<file path="src/rtl/cpu_pkg.sv">
// rtl/cpu_pkg.sv - shared widths and MEM-stage access FSM state encoding
package cpu_pkg;

  localparam int DATA_W_DEF = 32;
  localparam int ADDR_W_DEF = 32;
  localparam int REG_ADDR_W = 5;

  typedef enum logic [1:0] {
    MA_IDLE = 2'd0,
    MA_REQ  = 2'd1,
    MA_RSP  = 2'd2,
    MA_DONE = 2'd3
  } ma_state_t;

endpackage

</file>
<file path="src/rtl/mem_access_unit_if.sv">
// rtl/mem_access_unit_if.sv - req/gnt/rvalid data-memory bus between MEM stage and memory
interface mem_access_unit_if
  import cpu_pkg::*;
#(
  parameter int DATA_W = DATA_W_DEF,
  parameter int ADDR_W = ADDR_W_DEF
);

  logic              mem_req;
  logic              mem_we;
  logic [ADDR_W-1:0] mem_addr;
  logic [DATA_W-1:0] mem_wdata;
  logic              mem_gnt;
  logic              mem_rvalid;
  logic [DATA_W-1:0] mem_rdata;

  modport master (
    output mem_req, mem_we, mem_addr, mem_wdata,
    input  mem_gnt, mem_rvalid, mem_rdata
  );

  modport slave (
    input  mem_req, mem_we, mem_addr, mem_wdata,
    output mem_gnt, mem_rvalid, mem_rdata
  );

endinterface

</file>
<file path="src/rtl/ma_timeout_ctr.sv">
// rtl/ma_timeout_ctr.sv - bus transaction cycle counter with terminal-count flag
module ma_timeout_ctr
  import cpu_pkg::*;
#(
  parameter int TIMEOUT = 255
) (
  input  logic clk,
  input  logic rst,
  input  logic clr,
  input  logic en,
  output logic tc
);

  localparam int CW = (TIMEOUT < 1) ? 1 : $clog2(TIMEOUT + 1);

  logic [CW-1:0] cnt;

  always_ff @(posedge clk or posedge rst) begin
    if (rst) begin
      cnt <= '0;
    end else if (clr) begin
      cnt <= '0;
    end else if (en) begin
      cnt <= cnt + 1'b1;
    end
  end

  // TIMEOUT == 0 means the bus may stall forever
  generate
    if (TIMEOUT == 0) begin : g_off
      assign tc = 1'b0;
    end else begin : g_on
      assign tc = (cnt == CW'(TIMEOUT - 1));
    end
  endgenerate

endmodule

</file>
<file path="src/rtl/mem_access_unit.sv">
// rtl/mem_access_unit.sv - MEM stage: load/store word transactions on the data bus, stall and MEM/WB outputs
module mem_access_unit
  import cpu_pkg::*;
#(
  parameter int DATA_W  = DATA_W_DEF,
  parameter int ADDR_W  = ADDR_W_DEF,
  parameter int TIMEOUT = 255
) (
  input  logic                  clk,
  input  logic                  rst,
  input  logic                  i_MemtoReg,
  input  logic                  i_MemWrite,
  input  logic                  i_RegWrite,
  input  logic [31:0]           i_inst,
  input  logic [DATA_W-1:0]     i_ALUOut,
  input  logic [DATA_W-1:0]     i_WriteData,
  input  logic [REG_ADDR_W-1:0] i_WriteReg,
  output logic                  o_stall,
  output logic                  o_RegWrite,
  output logic                  o_MemtoReg,
  output logic [31:0]           o_inst,
  output logic [DATA_W-1:0]     o_ALUOut,
  output logic [REG_ADDR_W-1:0] o_WriteReg,
  output logic [DATA_W-1:0]     o_ReadData,
  output logic                  o_misalign,
  output logic                  o_bus_err,
  mem_access_unit_if.master     bus
);

  ma_state_t         state;
  logic              err;
  logic [DATA_W-1:0] rdata_q;
  logic              memop;
  logic              aligned;
  logic              start;
  logic              busy;
  logic              tc;

  assign memop   = i_MemtoReg | i_MemWrite;
  assign aligned = (i_ALUOut[1:0] == 2'b00);
  assign start   = (state == MA_IDLE) & memop & aligned;
  assign busy    = (state == MA_REQ) | (state == MA_RSP);

  ma_timeout_ctr #(
    .TIMEOUT (TIMEOUT)
  ) u_timeout (
    .clk (clk),
    .rst (rst),
    .clr (start),
    .en  (busy),
    .tc  (tc)
  );

  always_ff @(posedge clk or posedge rst) begin
    if (rst) begin
      state         <= MA_IDLE;
      bus.mem_req   <= 1'b0;
      bus.mem_we    <= 1'b0;
      bus.mem_addr  <= '0;
      bus.mem_wdata <= '0;
      rdata_q       <= '0;
      err           <= 1'b0;
    end else begin
      case (state)
        MA_IDLE: begin
          if (start) begin
            bus.mem_addr  <= i_ALUOut[ADDR_W-1:0];
            bus.mem_wdata <= i_WriteData;
            // a load wins when both controls are set
            bus.mem_we    <= i_MemWrite & ~i_MemtoReg;
            bus.mem_req   <= 1'b1;
            // stores must not present a previous load's data in DONE
            rdata_q       <= '0;
            state         <= MA_REQ;
          end
        end
        MA_REQ: begin
          if (bus.mem_gnt) begin
            bus.mem_req <= 1'b0;
            state       <= bus.mem_we ? MA_DONE : MA_RSP;
          end else if (tc) begin
            bus.mem_req <= 1'b0;
            err         <= 1'b1;
            rdata_q     <= '0;
            state       <= MA_DONE;
          end
        end
        MA_RSP: begin
          if (bus.mem_rvalid) begin
            rdata_q <= bus.mem_rdata;
            state   <= MA_DONE;
          end else if (tc) begin
            err     <= 1'b1;
            rdata_q <= '0;
            state   <= MA_DONE;
          end
        end
        MA_DONE: begin
          err   <= 1'b0;
          state <= MA_IDLE;
        end
        default: state <= MA_IDLE;
      endcase
    end
  end

  // during reset the state reads IDLE, so the memop term must be masked
  assign o_stall    = ~rst & (start | busy);
  assign o_misalign = memop & ~aligned;
  assign o_RegWrite = i_RegWrite & ~o_stall & ~o_misalign & ~(err & i_MemtoReg);
  assign o_MemtoReg = i_MemtoReg;
  assign o_inst     = i_inst;
  assign o_ALUOut   = i_ALUOut;
  assign o_WriteReg = i_WriteReg;
  assign o_ReadData = (state == MA_DONE) ? rdata_q : '0;
  assign o_bus_err  = (state == MA_DONE) & err;

endmodule

</file>
<file path="src/flat_wrapper.sv">
// flat-port wrapper written by rule: the top's interface ports become plain ports
module mem_access_unit_flat import cpu_pkg::*;
#(
  parameter int DATA_W  = DATA_W_DEF,
  parameter int ADDR_W  = ADDR_W_DEF,
  parameter int TIMEOUT = 255
)
  (clk, rst, i_MemtoReg, i_MemWrite, i_RegWrite, i_inst, i_ALUOut, i_WriteData, i_WriteReg, o_stall, o_RegWrite, o_MemtoReg, o_inst, o_ALUOut, o_WriteReg, o_ReadData, o_misalign, o_bus_err, bus_mem_req, bus_mem_we, bus_mem_addr, bus_mem_wdata, bus_mem_gnt, bus_mem_rvalid, bus_mem_rdata);
  mem_access_unit_if #(.DATA_W(DATA_W), .ADDR_W(ADDR_W)) bus_i ();
  input  logic clk;
  input  logic rst;
  input  logic i_MemtoReg;
  input  logic i_MemWrite;
  input  logic i_RegWrite;
  input  logic [31:0] i_inst;
  input  logic [DATA_W-1:0] i_ALUOut;
  input  logic [DATA_W-1:0] i_WriteData;
  input  logic [REG_ADDR_W-1:0] i_WriteReg;
  output logic o_stall;
  output logic o_RegWrite;
  output logic o_MemtoReg;
  output logic [31:0] o_inst;
  output logic [DATA_W-1:0] o_ALUOut;
  output logic [REG_ADDR_W-1:0] o_WriteReg;
  output logic [DATA_W-1:0] o_ReadData;
  output logic o_misalign;
  output logic o_bus_err;
  output wire logic [$bits(bus_i.mem_req)-1:0] bus_mem_req;
  output wire logic [$bits(bus_i.mem_we)-1:0] bus_mem_we;
  output wire logic [$bits(bus_i.mem_addr)-1:0] bus_mem_addr;
  output wire logic [$bits(bus_i.mem_wdata)-1:0] bus_mem_wdata;
  input wire logic [$bits(bus_i.mem_gnt)-1:0] bus_mem_gnt;
  input wire logic [$bits(bus_i.mem_rvalid)-1:0] bus_mem_rvalid;
  input wire logic [$bits(bus_i.mem_rdata)-1:0] bus_mem_rdata;
  assign bus_mem_req = bus_i.mem_req;
  assign bus_mem_we = bus_i.mem_we;
  assign bus_mem_addr = bus_i.mem_addr;
  assign bus_mem_wdata = bus_i.mem_wdata;
  assign bus_i.mem_gnt = bus_mem_gnt;
  assign bus_i.mem_rvalid = bus_mem_rvalid;
  assign bus_i.mem_rdata = bus_mem_rdata;
  mem_access_unit #(.DATA_W(DATA_W), .ADDR_W(ADDR_W), .TIMEOUT(TIMEOUT)) u_core (.clk(clk), .rst(rst), .i_MemtoReg(i_MemtoReg), .i_MemWrite(i_MemWrite), .i_RegWrite(i_RegWrite), .i_inst(i_inst), .i_ALUOut(i_ALUOut), .i_WriteData(i_WriteData), .i_WriteReg(i_WriteReg), .o_stall(o_stall), .o_RegWrite(o_RegWrite), .o_MemtoReg(o_MemtoReg), .o_inst(o_inst), .o_ALUOut(o_ALUOut), .o_WriteReg(o_WriteReg), .o_ReadData(o_ReadData), .o_misalign(o_misalign), .o_bus_err(o_bus_err), .bus(bus_i));
endmodule
</file>
<file path="config.mk">
export PLATFORM = sky130hd
export DESIGN_NAME = mem_access_unit_flat
export DESIGN_NICKNAME = d
export VERILOG_FILES = /design/src/rtl/cpu_pkg.sv /design/src/rtl/mem_access_unit_if.sv /design/src/rtl/ma_timeout_ctr.sv /design/src/rtl/mem_access_unit.sv /design/src/flat_wrapper.sv
export SDC_FILE = /design/constraint.sdc
export NUM_CORES = 1
export LEC_CHECK = 0
export CAP_MARGIN = 20
export CORE_MARGIN = 5
export CORE_UTILIZATION = 40
export CTS_CLUSTER_DIAMETER = 150
export CTS_CLUSTER_SIZE = 30
export DETAILED_ROUTE_END_ITERATION = 10
export GPL_TIMING_DRIVEN = 0
export PLACE_DENSITY_LB_ADDON = 0.2
export SLEW_MARGIN = 10
export SYNTH_ARGS = -nofsm -noshare
export SYNTH_HDL_FRONTEND = slang
export SYNTH_SLANG_ARGS = --single-unit
</file>
<file path="constraint.sdc">
create_clock -name clk -period 8.4 [get_ports clk]
set_clock_uncertainty 0.2 [all_clocks]
set_input_delay 1.26 -clock clk [delete_from_list [all_inputs] [get_ports clk]]
set_output_delay 1.26 -clock clk [all_outputs]
set_load 0.005 [all_outputs]
</file>
==> results of run 1 <==
==> how the worst min path moves through the flow <==
stage,from,endpoint,slack [ns]
after floorplan,u_core.rdata_q[0],u_core.rdata_q[0],0.26
after global placement,u_core.bus.mem_addr[5],u_core.bus.mem_addr[5],0.27
after detailed placement,u_core.bus.mem_wdata[4],u_core.bus.mem_wdata[4],0.27
after CTS,u_core.bus.mem_wdata[4],u_core.bus.mem_wdata[4],0.29
after global routing,u_core.bus.mem_addr[14],u_core.bus.mem_addr[14],0.29
final,u_core.bus.mem_wdata[4],u_core.bus.mem_wdata[4],0.29
==> per-layer routing <==
layer	share of wire	vias to the layer above	GRT usage
met3	0.12	6	0.0769
met5	0	-	0
met4	0.0058	0	0.0280
li1	-	1883	-
met1	0.36	1989	0.216
met2	0.52	188	0.328
==> flip-flops by register name, summed over array words and instances (netlist names) <==
register / count
u_core.rdata_q: 32
u_core.bus.mem_addr: 32
u_core.state: 2
u_core.bus.mem_wdata: 32
u_core.bus.mem_we: 1
u_core.u_timeout.cnt: 8
u_core.bus.mem_req: 1
u_core.err: 1
==> kinds of logic after synthesis <==
group           after synthesis  share of synthesized area
flops                       109                      0.535
buf+inv                      96                      0.137
simple gates                 69                     0.0756
mux                          63                      0.139
compound gates               52                     0.0868
xor+xnor                      7                     0.0120
fa+ha+maj                     6                     0.0147
==> synth_stat cells, types with 4 or more instances <==
| cell type | instances | area (um^2) |
|---|---|---|
| nand2_1 | 6 | 22.5 |
| buf_2 | 4 | 20.0 |
| and2_1 | 34 | 213 |
| nor2_1 | 14 | 52.6 |
| xor2_1 | 6 | 52.6 |
| buf_4 | 73 | 548 |
| dfrtp_1 | 109 | 2730 |
| ha_1 | 6 | 75.1 |
| buf_6 | 8 | 90.1 |
| a21oi_1 | 4 | 20.0 |
| a31oi_1 | 4 | 25.0 |
| mux2_2 | 24 | 270 |
| a22o_1 | 32 | 280 |
| mux2_1 | 38 | 428 |
| inv_1 | 7 | 26.3 |
==> cell type report <==
type                       instances  area (um^2)
tap                              172          215
fill                             960         4170
inverter                           7         31.3
clock buffer                      11          243
buffer                            89          673
clock inverter                     5         66.3
sequential                       109         2730
timing repair buffer             275         2770
multi-input combinational        197         1670
==> stage by stage <==
step	total power (uW)	instance area, um^2
final	2380	8400
after global placement	1920	8060
after detailed placement	1970	8090
after floorplan	1380	5100
after CTS	2420	8400
after global routing	2540	8400
==> power by group through the flow <==
stage | Combinational, uW | Clock, uW | Sequential (uW)
final | 1040 | 434 | 907
after global routing | 1130 | 469 | 942
after CTS | 1060 | 445 | 910
after detailed placement | 1050 | 0 | 916
after global placement | 1020 | 0 | 904
after floorplan | 474 | 0 | 909
==> worst max-delay path: cells and delay by family <==
family / cells / cell delay (ns)
simple gates: 3 / 0.73
compound gates: 1 / 0.18
buf+inv: 3 / 1.14
==> impl_metrics.py, run 1 <==
metrics = {
    "worst_setup_path": {
        "cp_cell_sequence": "clkdlybuf4s50_1 > or3b_1 > nor2_2 > buf_6 > o21a_1 > nor3_1 > clkdlybuf4s50_1",
        "r2r-start": "u_core.state[1]",
        "crit_end": "o_RegWrite",
        "crit_fanout": 10,
        "required_ns": 6.94,
        "ff2ff_setup_slack_ns": 5.86,
        "worst-setup-path-type": "in -> out",
        "arrival_ns": 3.32,
        "start_kind": "primary input",
        "max_stage_delay_ns": 0.49,
        "crit_start": "i_ALUOut[0]",
        "worst-r2r-cell-count": 7,
        "cp_common_cell": "clkdlybuf4s50_1",
        "cp_slowest_cell": "clkdlybuf4s50_1",
        "rr_endpoint": "u_core.bus.mem_addr[12]",
        "worst_setup_path_end_kind": "output port",
    },
    "floorplan": {
        "start_util": 0.406,
        "ioPinCount": 312,
        "die_w_um": 123,
        "core_area_um2": 12600,
        "die_area_um2": 15100,
        "die_y_um": 123,
        "rows": 41,
    },
    "cells_and_area": {
        "final_cell_mix": "clkdlybuf4s50_1, dfrtp_1, buf_4, mux2_1, and2_1",
        "fin_util": 0.668,
        "fin_cells": 865,
        "drive_gt1_frac": 0.189,
        "area_growth_pct": 64.7,
        "layout_commonest_cell": "clkdlybuf4s50_1",
        "diodes": 0,
        "final_nets": 834,
    },
    "sta": {
        "tightest_slew_ns": 0.561,
        "fin_tns_setup_ns": 0,
        "hold_viol_final": 0,
        "whs_ns": 0.286,
        "max_freq_ghz": 0.209,
        "fin_ws_ns": 3.62,
        "finalMaxSlewViolations": 0,
        "rsz0062_at_grt": "no",
        "timing.final.crit_share": 0.569,
        "period_needed_ns": 4.78,
        "max_slew_margin": 0.623,
        "setup_viol": 0,
    },
    "logic_synthesis": {
        "synthCells": 402,
        "syn-cell-area_um2": 5100,
        "ys_warn_count": 0,
        "avgSynthCellArea_um2": 12.7,
        "synthFlopType": "dfrtp_1",
        "synth_seq_cells": 109,
        "ys_seq_area_frac": 0.535,
        "synth_cell_types": 38,
        "synth_edf_count": 0,
        "syn_nets": 548,
        "ys_async_sr_fraction": 1.00,
    },
    "cts": {
        "cts_resized": 0,
        "clockBufferDepth": 2,
        "clock_latency_ns": 0.33,
        "cts_buffers": 9,
        "cts_setup_buffers": 0,
        "cts-root-buf": "clkbuf_16",
        "htreeDepth": 3,
        "clkSinkCount": 109,
        "cts_hold_buf": 0,
        "clk_pin_slew_worst_paths_ns": 0.07,
        "cts_tree": "built",
    },
    "detailed_routing": {
        "route.vias.total": 4066,
        "first_iter_violations": 172,
        "dr.pass1.iters": 6,
        "wl_mm": 14.5,
        "drc": 0,
        "antenna_left": 0,
        "via_per_inst": 4.70,
        "wl_per_cell_um": 16.8,
    },
    "flow_run": {
        "drv_cap": 0,
    },
    "min_path": {
        "hp-class": "reg -> reg",
        "holdPathStages": 1,
    },
    "global_route": {
        "antenna_found_initial": 0,
        "grt_use_total": 0.186,
        "grt_pass1_wl_mm": 22.2,
        "gr-total-overflow": 0,
        "grt_max_degree": 68,
        "first_global_vias": 4217,
    },
    "pwr": {
        "clkPwrFrac": 0.182,
        "switching_share": 0.299,
        "power.switching_uw": 713,
        "power.share.sequential": 0.381,
        "power.internal_uw": 1670,
        "power_frac_comb": 0.437,
        "p_leak_uw": 0.00369,
        "max-vdd-ir-drop_mv": 0.143,
        "power_density_nw_per_um2": 284,
    },
    "placed_design": {
        "portBuffers": 274,
        "place_congestion": 0.824,
        "dp_hpwl_mm": 11.8,
        "dp.cells": 849,
        "place_worst_setup_slack_ns": 3.59,
    },
    "run_status": {
        "status": "finished, final reports clean",
    },
}
Note: power is estimated with default switching activity, not from simulation.
==> inputs of run 2 (changes only) <==
--- a/config.mk
+++ b/config.mk
@@ -7,7 +7,7 @@
 export LEC_CHECK = 0
 export CAP_MARGIN = 20
 export CORE_MARGIN = 5
-export CORE_UTILIZATION = 40
+export CORE_UTILIZATION = 38
 export CTS_CLUSTER_DIAMETER = 150
 export CTS_CLUSTER_SIZE = 30
 export DETAILED_ROUTE_END_ITERATION = 10
==> constraint.sdc (replaced) <==
create_clock -name clk -period 4.6 [get_ports clk]
set_clock_uncertainty 0.2 [all_clocks]
set_input_delay 0.69 -clock clk [delete_from_list [all_inputs] [get_ports clk]]
set_output_delay 0.69 -clock clk [all_outputs]
set_load 0.005 [all_outputs]
==> impl_metrics.py, run 2 (synthesis gave the netlist of run 1 again) <==
metrics = {
    "pwr": {
        "clkPwrFrac": 0.168,
        "power.share.sequential": 0.389,
        "power.internal_uw": 2990,
        "p_leak_uw": 0.00368,
        "power_frac_comb": 0.443,
        "power_density_nw_per_um2": 509,
        "power.switching_uw": 1260,
        "max-vdd-ir-drop_mv": 0.283,
        "switching_share": 0.296,
    },
    "cts": {
        "cts_resized": 0,
        "cts_setup_buffers": 0,
        "cts_hold_buf": 0,
        "cts-root-buf": "clkbuf_16",
        "clockBufferDepth": 2,
        "clock_latency_ns": 0.34,
        "cts_buffers": 9,
        "cts_tree": "built",
        "clk_pin_slew_worst_paths_ns": 0.07,
        "htreeDepth": 3,
        "clkSinkCount": 109,
    },
    "detailed_routing": {
        "dr.pass1.iters": 4,
        "route.vias.total": 3993,
        "drc": 0,
        "first_iter_violations": 114,
        "antenna_left": 0,
        "wl_per_cell_um": 16.2,
        "via_per_inst": 4.61,
        "wl_mm": 14.1,
    },
    "global_route": {
        "antenna_found_initial": 0,
        "grt_max_degree": 72,
        "first_global_vias": 4310,
        "grt_pass1_wl_mm": 22.8,
        "grt_use_total": 0.176,
        "gr-total-overflow": 0,
    },
    "sta": {
        "rsz0062_at_grt": "no",
        "fin_tns_setup_ns": 0,
        "finalMaxSlewViolations": 0,
        "tightest_slew_ns": 0.542,
        "whs_ns": 0.283,
        "hold_viol_final": 0,
        "timing.final.crit_share": 0.783,
        "period_needed_ns": 3.60,
        "setup_viol": 0,
        "max_freq_ghz": 0.278,
        "max_slew_margin": 0.636,
    },
    "cells_and_area": {
        "final_nets": 834,
        "area_growth_pct": 64.0,
        "drive_gt1_frac": 0.187,
        "layout_commonest_cell": "clkdlybuf4s50_1",
        "fin_util": 0.634,
        "final_cell_mix": "clkdlybuf4s50_1, dfrtp_1, buf_4, mux2_1, and2_1",
        "diodes": 0,
        "reg_top3": "u_core.bus.mem_addr: 32 flops, u_core.bus.mem_wdata: 32 flops, u_core.rdata_q: 32 flops",
    },
    "worst_setup_path": {
        "worst_setup_path_end_kind": "output port",
        "start_kind": "flop",
        "max_stage_delay_ns": 0.46,
        "crit_cells": 8,
        "worst-setup-path-type": "reg -> out",
        "arrival_ns": 2.71,
        "required_ns": 3.71,
        "worst-r2r-cell-count": 7,
        "crit_fanout": 10,
        "cp_top_family": "buffers and inverters",
        "cp_cell_sequence": "inv_1 > ha_1 > or3b_1 > nor2_2 > buf_6 > o21a_1 > nor3_1 > clkdlybuf4s50_1",
        "path_buf_inv": 3,
        "cp_slowest_cell": "clkdlybuf4s50_1",
    },
    "floorplan": {
        "start_util": 0.387,
        "die_y_um": 126,
        "die_w_um": 126,
        "die_area_um2": 15800,
        "rows": 42,
        "ioPinCount": 312,
        "core_area_um2": 13200,
    },
    "min_path": {
        "hp-class": "reg -> reg",
        "holdPathStages": 1,
    },
    "flow_run": {
        "drv_cap": 0,
    },
    "run_status": {
        "status": "finished, final reports clean",
    },
    "placed_design": {
        "dp_hpwl_mm": 11.2,
        "place_congestion": 0.788,
        "portBuffers": 274,
    },
}
==> run 2: cell count changes in the layout (fill, tap and decap cells not counted) <==
| cell | previous run | this run |
|---|---|---|
| bufinv_16 | 1 | 0 |
| clkbuf_8 | 1 | 2 |
| clkinv_2 | 0 | 2 |
| clkinv_4 | 1 | 0 |
| clkinvlp_4 | 1 | 0 |
| inv_6 | 2 | 1 |
| inv_8 | 1 | 0 |
==> run 2: routing by layer <==
metal  up-vias  global-route usage  part of all wire
met5         -                   0                 0
li1       1893                   -                 -
met2       177               0.292              0.49
met3        15              0.0588             0.085
met4         0              0.0498             0.014
met1      1908               0.222              0.41
==> run 2: final timing paths <==
kind | startpoint | end | slack (ns)
max | u_core.state[1] | o_RegWrite | 1.0
min | u_core.bus.mem_addr[18] | u_core.bus.mem_addr[18] | 0.28
max reg2reg | u_core.state[1] | u_core.bus.mem_addr[6] | 2.07
min reg2reg | u_core.bus.mem_addr[18] | u_core.bus.mem_addr[18] | 0.28
max in group asynchronous | rst | u_core.u_timeout.cnt[2] | 3.01
min in group asynchronous | rst | u_core.bus.mem_addr[23] | 0.51
==> run 2: cell type report <==
type / count / area [um^2]
buffer: 89 / 673
clock buffer: 12 / 256
clock inverter: 2 / 10.0
fill: 1060 / 4830
inverter: 7 / 31.3
multi-input combinational: 197 / 1670
sequential: 109 / 2730
tap: 176 / 220
timing repair buffer: 275 / 2770
==> run 2: power by group through the flow <==
stage | clock (uW) | sequential [uW] | combinational, uW
finish | 713 | 1650 | 1890
global placement | 0 | 1650 | 1870
floorplan | 0 | 1660 | 866
detailed placement | 0 | 1670 | 1920
global route | 781 | 1720 | 2050
CTS | 738 | 1660 | 1930
==> run 2: stage by stage <==
step                total power, uW  worst slack (ns)  area, um^2  std cells
global placement               3520             -1.45        8060        852
floorplan                      2530             0.345        5100        402
finish                         4250             0.998        8360        867
CTS                            4320             0.935        8360        867
global route                   4550             0.845        8360        867
detailed placement             3590             0.962        8100        853
